## src/rtl/game_tick_controller.sv

```systemverilog
`default_nettype none
// ============================================================================
// Module      : game_tick_controller
// Description : Central timing scheduler for the game logic. Generates
//               NUM_CH independent one-cycle tick enables from the 100 MHz
//               board clock, each with its own programmable period. A small
//               FSM (STOPPED / RUNNING / STEPPING) sequences all channels,
//               and periods are written through a valid/ready handshake that
//               is only open while STOPPED.
//
// Parameters  : NUM_CH      - number of tick channels
//               DIV_W       - width of the period and counter registers
//               DEFAULT_DIV - reset period of every channel (clk_in cycles)
//
// Ports       : clk_in     in   board clock
//               reset_n    in   asynchronous active-low reset
//               run        in   level, 1 = run channels, 0 = stop
//               step       in   pulse, one tick on all enabled channels
//               cfg_valid  in   configuration request
//               cfg_ready  out  high while STOPPED (combinational)
//               cfg_ch     in   channel being configured
//               cfg_div    in   new period in cycles (0 is stored as 1)
//               cfg_en     in   channel enable written with the period
//               tick_o     out  registered one-cycle tick pulses
//               state_o    out  0 STOPPED, 1 RUNNING, 2 STEPPING
//               tick_count out  (GAME_TICK_COUNT_EN only) 16-bit wrapping
//                               pulse counter per channel, slice [16i+:16]
//
// Options     : define GAME_TICK_COUNT_EN to add the tick_count output.
//
// Revision    : 1.0 - initial release
// ============================================================================
module game_tick_controller #(
    parameter int NUM_CH      = 4,
    parameter int DIV_W       = 27,
    parameter int DEFAULT_DIV = 100000000
) (
    input  logic                       clk_in,
    input  logic                       reset_n,
    input  logic                       run,
    input  logic                       step,
    input  logic                       cfg_valid,
    output logic                       cfg_ready,
    input  logic [$clog2(NUM_CH)-1:0]  cfg_ch,
    input  logic [DIV_W-1:0]           cfg_div,
    input  logic                       cfg_en,
    output logic [NUM_CH-1:0]          tick_o,
    output logic [1:0]                 state_o
`ifdef GAME_TICK_COUNT_EN
    ,
    output logic [NUM_CH*16-1:0]       tick_count
`endif
);

    localparam int               c_ch_w      = $clog2(NUM_CH);
    localparam logic [DIV_W-1:0] c_one       = DIV_W'(1);
    localparam logic [DIV_W-1:0] c_div_reset = DIV_W'(DEFAULT_DIV);
    localparam logic [DIV_W-1:0] c_cnt_reset = DIV_W'(DEFAULT_DIV - 1);

    typedef enum logic [1:0] {
        ST_STOPPED  = 2'd0,
        ST_RUNNING  = 2'd1,
        ST_STEPPING = 2'd2
    } state_t;

    state_t              r_state;
    state_t              w_next;

    logic [DIV_W-1:0]    r_div [NUM_CH];
    logic [DIV_W-1:0]    r_cnt [NUM_CH];
    logic [NUM_CH-1:0]   r_en;
    logic [NUM_CH-1:0]   r_tick;

    logic                w_xfer;
    logic [DIV_W-1:0]    w_div_store;
    logic [NUM_CH-1:0]   w_sel;

    // ------------------------------------------------------------------
    // Config handshake. A period of 0 would make the div-1 reload wrap,
    // so it is stored as 1 (tick every running cycle). An out-of-range
    // channel number matches no w_sel bit and is therefore a no-op.
    // ------------------------------------------------------------------
    assign cfg_ready   = (r_state == ST_STOPPED);
    assign w_xfer      = cfg_valid && cfg_ready;
    assign w_div_store = (cfg_div == '0) ? c_one : cfg_div;

    always_comb begin
        w_sel = '0;
        for (int i = 0; i < NUM_CH; i++) begin
            w_sel[i] = w_xfer && (cfg_ch == c_ch_w'(i));
        end
    end

    // ------------------------------------------------------------------
    // FSM. Run has priority over step; STEPPING always lasts one cycle.
    // ------------------------------------------------------------------
    always_ff @(posedge clk_in or negedge reset_n) begin
        if (!reset_n) begin
            r_state <= ST_STOPPED;
        end else begin
            r_state <= w_next;
        end
    end

    always_comb begin
        w_next = r_state;
        case (r_state)
            ST_STOPPED: begin
                if (run) begin
                    w_next = ST_RUNNING;
                end else if (step) begin
                    w_next = ST_STEPPING;
                end
            end
            ST_RUNNING: begin
                if (!run) begin
                    w_next = ST_STOPPED;
                end
            end
            ST_STEPPING: begin
                w_next = ST_STOPPED;
            end
            default: begin
                w_next = ST_STOPPED;
            end
        endcase
    end

    // ------------------------------------------------------------------
    // Channel datapath. Counters only move in RUNNING, so stopping and
    // resuming preserves each channel's phase. Config writes can only
    // land in STOPPED because cfg_ready is tied to that state.
    // ------------------------------------------------------------------
    always_ff @(posedge clk_in or negedge reset_n) begin
        if (!reset_n) begin
            for (int i = 0; i < NUM_CH; i++) begin
                r_div[i] <= c_div_reset;
                r_cnt[i] <= c_cnt_reset;
            end
            r_en   <= '1;
            r_tick <= '0;
        end else begin
            for (int i = 0; i < NUM_CH; i++) begin
                r_tick[i] <= 1'b0;
                case (r_state)
                    ST_STOPPED: begin
                        if (w_sel[i]) begin
                            r_div[i] <= w_div_store;
                            r_cnt[i] <= w_div_store - c_one;
                            r_en[i]  <= cfg_en;
                        end
                    end
                    ST_RUNNING: begin
                        if (r_en[i]) begin
                            if (r_cnt[i] == '0) begin
                                r_cnt[i]  <= r_div[i] - c_one;
                                r_tick[i] <= 1'b1;
                            end else begin
                                r_cnt[i] <= r_cnt[i] - c_one;
                            end
                        end
                    end
                    ST_STEPPING: begin
                        r_tick[i] <= r_en[i];
                        if (r_en[i]) begin
                            r_cnt[i] <= r_div[i] - c_one;
                        end
                    end
                    default: begin
                        r_tick[i] <= 1'b0;
                    end
                endcase
            end
        end
    end

    assign tick_o  = r_tick;
    assign state_o = r_state;

`ifdef GAME_TICK_COUNT_EN
    // Counts registered pulses (one cycle behind tick_o). A config write
    // to a channel clears its count and takes priority over a pending
    // increment in the same cycle.
    logic [NUM_CH*16-1:0] r_tick_count;

    always_ff @(posedge clk_in or negedge reset_n) begin
        if (!reset_n) begin
            r_tick_count <= '0;
        end else begin
            for (int i = 0; i < NUM_CH; i++) begin
                if (w_sel[i]) begin
                    r_tick_count[16*i +: 16] <= 16'd0;
                end else if (r_tick[i]) begin
                    r_tick_count[16*i +: 16] <= r_tick_count[16*i +: 16] + 16'd1;
                end
            end
        end
    end

    assign tick_count = r_tick_count;
`endif

endmodule
`default_nettype wire

```

## config.mk

```make
export PLATFORM = sky130hd
export DESIGN_NAME = game_tick_controller
export DESIGN_NICKNAME = d
export VERILOG_FILES = /design/src/rtl/game_tick_controller.sv
export SDC_FILE = /design/constraint.sdc
export NUM_CORES = 1
export LEC_CHECK = 0
export ABC_AREA = 0
export CORE_UTILIZATION = 45
export DETAILED_ROUTE_END_ITERATION = 6
export GPL_TIMING_DRIVEN = 0
export PLACE_DENSITY_LB_ADDON = 0.05
export SLEW_MARGIN = 20
export SYNTH_ARGS = -nofsm -noshare
export SYNTH_HDL_FRONTEND = slang
export SYNTH_SLANG_ARGS = --single-unit
export TNS_END_PERCENT = 100
```

## constraint.sdc

```tcl
create_clock -name clk_in -period 4.3 [get_ports clk_in]
set_clock_uncertainty 0.1 [all_clocks]
set_input_delay 0.86 -clock clk_in [delete_from_list [all_inputs] [get_ports clk_in]]
set_output_delay 0.86 -clock clk_in [all_outputs]
set_load 0.03 [all_outputs]
```

Word-level counts from Yosys, hierarchy flattened
Cells that the tools add are included.

word-level totals
  flip-flop bits (word level) = 226
  output and inout port bits = 7
  logic and storage cells = 101

operators by class
  add/sub/neg operators = 9
  equality and inequality tests = 19
  mux-type cells = 37
  reduce and logical (&&, ||, !) cells = 22

operator list
  kind                                                  count
  2-to-1 mux 27 bit                                     17
  case mux 27 bit (3 select lines)                      4
  subtractor 27 x 1 -> 27 bit (second input constant)   9
  logical NOT 27 bit                                    5
  != test 2 bit (second input constant)                 9
  AND reduction 4 bit                                   4
  AND reduction 2 bit                                   5
  2-to-1 mux 1 bit                                      8
  != test 2 x 1 -> 1 bit (second input constant)        4
  case mux 1 bit (2 select lines)                       4
  equality test 2 bit (second input constant)           3
  2-to-1 mux 2 bit                                      3
  logical AND 1 bit                                     5
  equality test 2 x 1 -> 1 bit (second input constant)  2
  logical NOT 2 bit                                     2
  case mux 2 bit (2 select lines)                       1
  != test 3 bit (second input constant)                 1
  nonzero test 3 bit                                    1

Depth between registers and ports, before layout
Gate-level depths: netlist of run 1.

  word-level depth = 5
  depth in mapped cells = 13
  depth with buffers taken out = 10

Worst setup path before layout of run 1
Ideal clock, no wire load.

  kind = input to register
  start point = input cfg_div[18]
  end point = register r_cnt[16] (netlist bit)
  arrival = 3.944 ns
  required time = 4.121 ns
  setup slack = 0.177 ns
  stages = 13
  path through = clkbuf_1 or4_1 nor4_4 buf_2 a21oi_1 ha_1 nor3b_1 nand4_1 clkbuf_1 nor4_1 mux2i_1 o221ai_1 a22o_1

between the ends
  word-level cells in the longest chain between the ends = 5

ends and longest elaborated chain
  item                              line  RTL
  start, declared                   45    input logic [DIV_W-1:0] cfg_div,
  logical NOT 27 bit                85    assign w_div_store = (cfg_div == '0) ? c_one : cfg_div;
  2-to-1 mux 27 bit                 85
  subtractor 27 x 1 -> 27 bit       149   r_cnt[i] <= w_div_store - c_one;
  2-to-1 mux 27 bit                 147   if (w_sel[i]) begin
  case mux 27 bit (3 select lines)  145   case (r_state)
  end signal, assigned by index     149
  end signal, assigned by index     156   r_cnt[i] <= r_div[i] - c_one;
  end signal, assigned by index     159   r_cnt[i] <= r_cnt[i] - c_one;
  end, declared                     70    logic [DIV_W-1:0] r_cnt [NUM_CH];

No other way between the ends. The select of a mux whose other input is x is not followed.
A chain may end at the register's enable or synchronous reset.

Worst setup path in the final report of run 1
  start point = input cfg_div[13]
  end point = register r_cnt[64] (netlist bit)

The elaborated chain is that of the path after synthesis.

==> flow_metrics.tcl, run 1 <==
set metrics [dict create \
    fin_crit_sh 0.9931 \
    cp-end-kind "flip-flop" \
    portBuffers 32 \
    dp_slack_ps -2446 \
    critical_path_peak_fanout 10 \
    period_minus_slack_ps 4270 \
    dp_cells 2131 \
    grt_pass1_wl_mm 84.86 \
    r2r_start "state_o[1]" \
    yosysMostFrequentCell "dfstp_2" \
    power.density_nw_per_um2 801.9 \
    max_freq_mhz 234.2 \
    slew_violations 0 \
    crit_arrival_ps 4650 \
    setup_viol_count_final 0 \
    hold_violations 0 \
    maxCapViolCount 0 \
    area_growth_pct 14.11 \
    synth-edff-count 0 \
    drt_iter0_drc 1328 \
    drc 0 \
    cts_root_buffer "clkbuf_16" \
    fin_util 0.5227 \
    crit_start "cfg_div[13]" \
    wl_per_cell_um 25.58 \
    grt_util_met1 0.4562 \
    grt_overflow 0 \
    r2r_slack_ps 220 \
    cts_tree "done" \
    worst_slack_ps 29.72 \
    met2_usage 0.5176 \
    synth_top_area_frac 0.2257 \
    cts.path.max_buffers 3 \
    min_path_type "input pin to asynchronous set/reset pin" \
    vias 14210 \
    drtPass1Iterations 6 \
    grt_pass1_vias 13570 \
    criticalPathCategory "input pin to flip-flop" \
    synth_top_flop_cell "dfstp_2" \
    place_congestion 0.9466 \
    antenna_cells 0 \
    ys_top_cells_by_count "dfstp_2, nor2_1, nand2_1, mux2_2, nor3_1" \
    wl_mm 56.04 \
    clk_latency_ps 560 \
    antenna_found_initial 0 \
    synth_top_area_cell "dfstp_2" \
    crit_end "r_cnt[64]" \
    rows 66 \
    drive_above_1_share 0.2064 \
    ys_warn_count 0 \
    syn_inst 1653 \
    slew_headroom 0.1883 \
    htreeDepth 1 \
    ios 42 \
    startpoint_type "input pin" \
    cts_buffers 27 \
    power_leakage_nw 6.121 \
    synth_area_um2 14900 \
    yosys_register_bits 226 \
    dp_hpwl_mm 40.44 \
    clkSlewWorstSetupHoldPaths_ps 60 \
    start_util 0.4580 \
    ant_nets 0 \
    ys_async_sr_fraction 1.000 \
    met3_usage 0.06101 \
    die-area_um2 33850 \
    cts.sinks 226 \
    die_h_um 184.0 \
    seq_area_frac_synth 0.3903 \
    vias_per_cell 6.487 \
    die_x_um 184.0 \
    r2r-end "r_cnt[19]" \
    rr_worst_depth 10 \
    syn-num-nets 1703 \
    required_ps 4680 \
    synth.top_cells.by_area "dfstp_2, dfrtp_1, mux2_2" \
    irDropWorstVdd_v 0.0003634 \
    synth_area_per_cell_um2 9.015 \
    grt_usage 0.3370 \
    grt_max_degree 68 \
    status "completed" \
    grt-busiest-layer "met2" \
    nNetsFinal 1779 \
    coreArea_um2 32540 \
    tightest_slew_ps 1210 \
    instances_no_fill 2191 \
    synth.distinct_cells 76 \
]
==> stage by stage <==
stage / setup TNS (ps) / cell area (um^2) / hold slack (ps) / total power, W
floorplan: 0 / 14900 / 339.9 / 0.008649
global placement: -1392360 / 15780 / 357.0 / 0.01091
detailed placement: -96950 / 15900 / 356.7 / 0.01102
CTS: 0 / 16960 / 103.9 / 0.01350
global route: -0.6013 / 17010 / 125.3 / 0.01442
finish: 0 / 17010 / 92.96 / 0.01364
==> logic make-up (layout without fill, tap and decap cells) <==
logic type | Yosys count | after routing | synth area share
buf+inv | 132 | 228 | 0.03510
flops | 226 | 226 | 0.3903
compound gates | 436 | 436 | 0.1915
mux | 115 | 115 | 0.08631
simple gates | 625 | 625 | 0.2231
xor+xnor | 104 | 104 | 0.06112
fa+ha+maj | 15 | 15 | 0.01259
==> cell usage in the layout, fill, tap and decap left out, types with 57 or more instances in the layout <==
master,count
mux2_2,108
nor4_1,57
o21ai_1,60
nand2_1,117
nor3_1,104
clkbuf_1,86
dfrtp_1,98
o21ai_0,102
dfstp_2,128
nor2_1,116
==> worst max-delay path, stage by stage <==
cell	delay, ps
clkdlybuf4s50_1	520
or4_4	640
nor4_4	340
buf_2	290
a21oi_4	120
ha_1	220
nor3b_4	190
nand3_1	170
xor2_1	140
nor2_1	780
a211oi_1	200
o21ai_1	180
==> cell type report <==
cell class                      count  area, um^2
Multi-Input combinational cell   1295        8686
Clock inverter                      8       67.56
Tap cell                          442       553.0
Clock buffer                       41       828.3
Buffer                            103       415.4
Fill cell                        3093       15530
Sequential cell                   226        5816
Inverter                           29       108.9
Timing Repair Buffer               47       530.5
==> power breakdown <==
part | switching [W] | internal, W
registers | 0.00119 | 0.00359
logic | 0.00411 | 0.00241
clock network | 0.000958 | 0.00138
==> state kept, by name, summed over array words and instances, names as in the netlist <==
signal,flops
tick_o,4
r_div,108
r_cnt,108
r_en,4
state_o,2
==> what timing repair did <==
item | CTS | global route
setup buffers | 9 | 2
hold endpoints to repair | 0 | 0
resized for setup | 25 | 5
pin swaps | 3 | 1
hold buffers | 0 | 0
setup endpoints to repair | 50 | 24
==> how the worst min path moves through the flow <==
stage,start,end,slack (ps)
after floorplan,r_cnt[61],r_cnt[61],340
after global placement,r_cnt[61],r_cnt[61],360
after detailed placement,r_cnt[61],r_cnt[61],360
after CTS,reset_n,r_cnt[38],100
after global routing,reset_n,r_cnt[38],130
final,reset_n,r_cnt[38],90
==> per-layer routing <==
layer  up-vias  part of all wire  routed length (um)
li1       6413                 -                   -
met1      6995              0.43               24240
met2       643              0.44               24470
met3       160             0.075                4213
met4         2             0.054                3040
met5         -            0.0013                  72
(Power assumes the default switching activity.)
==> run 2, diff against run 1 <==
--- a/config.mk
+++ b/config.mk
@@ -6,6 +6,7 @@
 export NUM_CORES = 1
 export LEC_CHECK = 0
 export ABC_AREA = 0
+export CORE_MARGIN = 1.5
 export CORE_UTILIZATION = 45
 export DETAILED_ROUTE_END_ITERATION = 6
 export GPL_TIMING_DRIVEN = 0
==> constraint.sdc (replaced) <==
create_clock -name clk_in -period 3.8 [get_ports clk_in]
set_clock_uncertainty 0.1 [all_clocks]
set_input_delay 0.76 -clock clk_in [delete_from_list [all_inputs] [get_ports clk_in]]
set_output_delay 0.76 -clock clk_in [all_outputs]
set_load 0.03 [all_outputs]
==> flow_metrics.tcl, run 2 (synthesized netlist as in run 1, its figures left out) <==
set metrics [dict create \
    nNetsFinal 1780 \
    ios 42 \
    die_h_um 185.0 \
    hold_violations 0 \
    drtPass1Iterations 6 \
    maxCapViolCount 0 \
    cts_buffers 28 \
    drt_iter0_drc 1585 \
    cp-end-kind "flip-flop" \
    area_growth_pct 15.02 \
    cts.path.max_buffers 3 \
    htreeDepth 1 \
    fin_crit_sh 1.018 \
    vias_per_cell 6.483 \
    grt_usage 0.3365 \
    portBuffers 32 \
    ant_nets 0 \
    fin_tns_setup_ps -168.0 \
    power.density_nw_per_um2 916.4 \
    power_leakage_nw 6.158 \
    regArea_um2 5816 \
    multi_input_area_um2 8733 \
    startpoint_type "input pin" \
    grt_overflow 0 \
    rsz0062_at_grt "true" \
    criticalPathCategory "input pin to flip-flop" \
    wl_per_cell_um 26.00 \
    cts_tree "done" \
    cts_root_buffer "clkbuf_16" \
    reg_top3 "r_cnt x108, r_div x108" \
    wl_mm 57.05 \
    clk_latency_ps 580 \
    status "finished, violations left" \
    antenna_found_initial 0 \
    coreArea_um2 32540 \
    min_path_type "input pin to asynchronous set/reset pin" \
    grt_pass1_vias 13570 \
    required_ps 4200 \
    max_freq_mhz 258.5 \
    clkSlewWorstSetupHoldPaths_ps 60 \
    vias 14220 \
    crit_start "cfg_div[9]" \
    cts.sinks 226 \
    fin_hold_ws_ps 2.701 \
    slew_violations 0 \
    rows 66 \
    dp_cells 2130 \
    worst_slack_ps -67.82 \
    crit_arrival_ps 4260 \
    start_util 0.4580 \
    grt_max_degree 90 \
    r2r_start "state_o[1]" \
    setup_viol_count_final 5 \
    final_common_cell "dfstp_2" \
    slew_headroom 0.1949 \
    die-area_um2 34220 \
    period_minus_slack_ps 3868 \
    drive_above_1_share 0.2153 \
    fillers 3085 \
    irDropWorstVdd_v 0.0004874 \
    grt_pass1_wl_mm 85.23 \
    dp_hpwl_mm 40.18 \
    drc 0 \
    violations "negative setup slack" \
    instances_no_fill 2194 \
    tightest_slew_ps 1208 \
    critical_path_peak_fanout 10 \
    die_x_um 185.0 \
    place_congestion 0.9424 \
    final_cell_mix "dfstp_2, nand2_1, nor2_1" \
]
[run 2: power breakdown]
| group | total [W] | switching, W | leakage, nW | internal, W |
|---|---|---|---|---|
| Clock | 0.00287 | 0.00111 | 0.486 | 0.00176 |
| Combinational | 0.00741 | 0.00465 | 3.13 | 0.00276 |
| Sequential | 0.00543 | 0.00136 | 2.55 | 0.00406 |
| Total | 0.0157 | 0.00712 | 6.16 | 0.00858 |
[run 2: routing by layer]
| metal | routed length [um] | GRT usage |
|---|---|---|
| met1 | 24850 | 0.4583 |
| met2 | 25330 | 0.5286 |
| met3 | 4290 | 0.06056 |
| met4 | 2488 | 0.1346 |
| met5 | 92 | 0 |
[run 2: worst paths after layout]
| path | end | slack, ps | depth (start not counted) |
|---|---|---|---|
| hold reg to reg | r_cnt[61] | 360 | 2 |
| max in group asynchronous | r_cnt[50] | 2750 | 2 |
| hold / removal | r_cnt[36] | 3 | 1 |
| setup / recovery | r_cnt[107] | -70 | 12 |
| setup reg to reg | r_cnt[33] | 130 | 8 |
| min in group clk_in | r_cnt[61] | 360 | 2 |
[run 2: cell type report]
| cell class | instances | share of cell area |
|---|---|---|
| timing repair buffer | 48 | 0.03000 |
| sequential | 226 | 0.3393 |
| clock inverter | 8 | 0.006862 |
| buffer | 102 | 0.02489 |
| antenna | 1 | 0.0001460 |
| multi-input combinational | 1295 | 0.5095 |
| clock buffer | 43 | 0.05066 |
| inverter | 29 | 0.006351 |
| tap | 442 | 0.03227 |
[run 2: worst max-delay path: stages]
cell and delay (ps):
dlygate4sd2_1 440, nor4_2 740, and4_1 460, a21oi_4 100, ha_1 210, nor3b_4 180, nand4_1 180, clkbuf_4 250
nor4_1 80, o21ai_2 440, o21ai_1 190, a22o_1 220
[run 2: what timing repair did]
action                                  4_1_cts  5_1_grt
hold buffers                                  0        0
buffers inserted                             10        3
pin swaps                                     4        1
endpoints found under the setup margin       82       55
gates resized for setup                      36       16
[run 2: stage by stage]
step / worst slack (ps) / instance area (um^2) / total power, W / utilization
5_1_grt: -15.00 / 17140 / 0.01658 / 0.5267
6_report: -67.82 / 17140 / 0.01571 / 0.5268
3_5_place_dp: -2460 / 15890 / 0.01248 / 0.4884
3_3_place_gp: -7908 / 15780 / 0.01235 / 0.4851
2_1_floorplan: 8.317 / 14910 / 0.009787 / -
4_1_cts: 31.47 / 17060 / 0.01550 / 0.5244
==> run 3, diff against run 2 <==
--- a/config.mk
+++ b/config.mk
@@ -6,11 +6,14 @@
 export NUM_CORES = 1
 export LEC_CHECK = 0
 export ABC_AREA = 0
-export CORE_MARGIN = 1.5
-export CORE_UTILIZATION = 45
+export CELL_PAD_IN_SITES_DETAIL_PLACEMENT = 2
+export CELL_PAD_IN_SITES_GLOBAL_PLACEMENT = 2
+export CORE_MARGIN = 2
+export CORE_UTILIZATION = 36
 export DETAILED_ROUTE_END_ITERATION = 6
 export GPL_TIMING_DRIVEN = 0
 export PLACE_DENSITY_LB_ADDON = 0.05
+export SKIP_LAST_GASP = 1
 export SLEW_MARGIN = 20
 export SYNTH_ARGS = -nofsm -noshare
 export SYNTH_HDL_FRONTEND = slang
==> flow_metrics.tcl, run 3 (synthesized netlist as in run 1, its figures left out) <==
set metrics [dict create \
    status "completed" \
    setup_viol_count_final 0 \
    critical_path_peak_fanout 10 \
    fin_util 0.4273 \
    nNetsFinal 1789 \
    vias_per_cell 6.367 \
    startpoint_type "input pin" \
    power_leakage_nw 6.245 \
    cts_tree "done" \
    fin_crit_sh 0.9980 \
    vias 14630 \
    maxCapViolCount 0 \
    coreArea_um2 40830 \
    drt_iter0_drc 863 \
    cpPeakStageDelay_ps 670 \
    dp_hpwl_mm 49.26 \
    required_ps 4220 \
    grt_overflow 0 \
    hold_violations 0 \
    final_common_cell "dfstp_2" \
    ios 42 \
    multi_input_area_um2 8773 \
    wl_mm 68.27 \
    fin_tns_setup_ps 0 \
    wl_per_cell_um 29.72 \
    grt_pass1_wl_mm 102.7 \
    cts_buffers 30 \
    drc 0 \
    clkSlewWorstSetupHoldPaths_ps 60 \
    cpMaxStageDelayCell "dlygate4sd2_1" \
    cts.path.max_buffers 3 \
    portBuffers 32 \
    drive_above_1_share 0.2235 \
    irDropWorstVdd_v 0.0003716 \
    grt_usage 0.3150 \
    tightest_slew_ps 1160 \
    max_freq_mhz 263.7 \
    grt_max_degree 83 \
    cts.sinks 226 \
    drtPass1Iterations 5 \
    clk_latency_ps 590 \
    crit_arrival_ps 4210 \
    path_cells "dlygate4sd2_1 -> nor4_4 -> and4_1 -> a21oi_4 -> ha_1 -> nor3b_4 -> nand4_1 -> buf_6 -> nor4_4 -> mux2i_4 -> buf_4 -> o211ai_1 -> a22o_1" \
    fillers 4442 \
    power.density_nw_per_um2 944.8 \
    die-area_um2 43040 \
    die_h_um 207.5 \
    reg_top3 "r_cnt x108, r_div x108" \
    cts_root_buffer "clkbuf_16" \
    slew_violations 0 \
    ant_nets 0 \
    slew_headroom 0.2217 \
    place_congestion 0.8568 \
    htreeDepth 1 \
    regArea_um2 5816 \
    min_path_type "flip-flop to flip-flop" \
    start_util 0.3650 \
    criticalPathCategory "input pin to flip-flop" \
    period_minus_slack_ps 3792 \
    rows 74 \
    antenna_found_initial 5 \
    cpMostUsedCell "nor4_4" \
    area_growth_pct 17.07 \
    fin_hold_ws_ps 371.9 \
    grt_pass1_vias 15500 \
    cp-end-kind "flip-flop" \
    final_cell_mix "dfstp_2, nand2_1, nor2_1" \
    die_x_um 207.5 \
]
run 3: cell type report:
class,count,area share
Tap cell,532,0.03816
Antenna cell,2,0.0002869
Clock buffer,45,0.05092
Inverter,29,0.006240
Multi-Input combinational cell,1295,0.5029
Timing Repair Buffer,55,0.03364
Clock inverter,11,0.009754
Buffer,102,0.02474
Sequential cell,226,0.3334
run 3: critical path, delay by kind of cell:
kind	cells	cell delay, ps
and+or+nand+nor	5	1310
buffers and inverters	3	1100
AOI/OAI and AO/OA	3	520
muxes	1	280
adders and majority gates	1	220
run 3: routing by layer:
metal | vias up | global-route usage | part of all wire
li1 | 6443 | - | -
met1 | 7664 | 0.4350 | 0.45
met2 | 378 | 0.5007 | 0.45
met3 | 139 | 0.03767 | 0.047
met4 | 2 | 0.1293 | 0.047
met5 | - | 0 | 0.00037
run 3: final timing paths:
path / depth (start not counted) / slack (ps) / to / startpoint
hold reg to reg: 2 / 370 / r_cnt[61] / r_cnt[61]
min in group asynchronous: 2 / 560 / r_cnt[39] / reset_n
setup / recovery: 13 / 8 / r_cnt[97] / cfg_div[9]
hold / removal: 2 / 370 / r_cnt[61] / r_cnt[61]
max in group asynchronous: 4 / 2050 / r_cnt[21] / reset_n
setup reg to reg: 7 / 120 / r_cnt[64] / state_o[0]
run 3: where the power goes:
group          switching (W)  total [W]  internal (W)
clock                0.00121    0.00309       0.00188
sequential           0.00145    0.00552       0.00407
combinational        0.00508    0.00788       0.00280
run 3: timing repair:
item | 4_1_cts | 5_1_grt
buffers inserted | 14 | 2
endpoints found under the setup margin | 94 | 59
resized for setup | 36 | 24
endpoints found under the hold margin | 18 | 0
pin swaps | 7 | 2
hold buffers | 1 | 0
run 3: metrics by stage:
step,worst slack [ps],cell area [um^2],power (W),instances
3_5_place_dp,-2729,16080,0.01307,2223
4_1_cts,7.178,17360,0.01642,2293
6_report,7.658,17450,0.01648,2297
2_1_floorplan,8.317,14910,0.009787,1653
5_1_grt,-46.02,17440,0.01745,2295
3_3_place_gp,-8304,15900,0.01269,2217
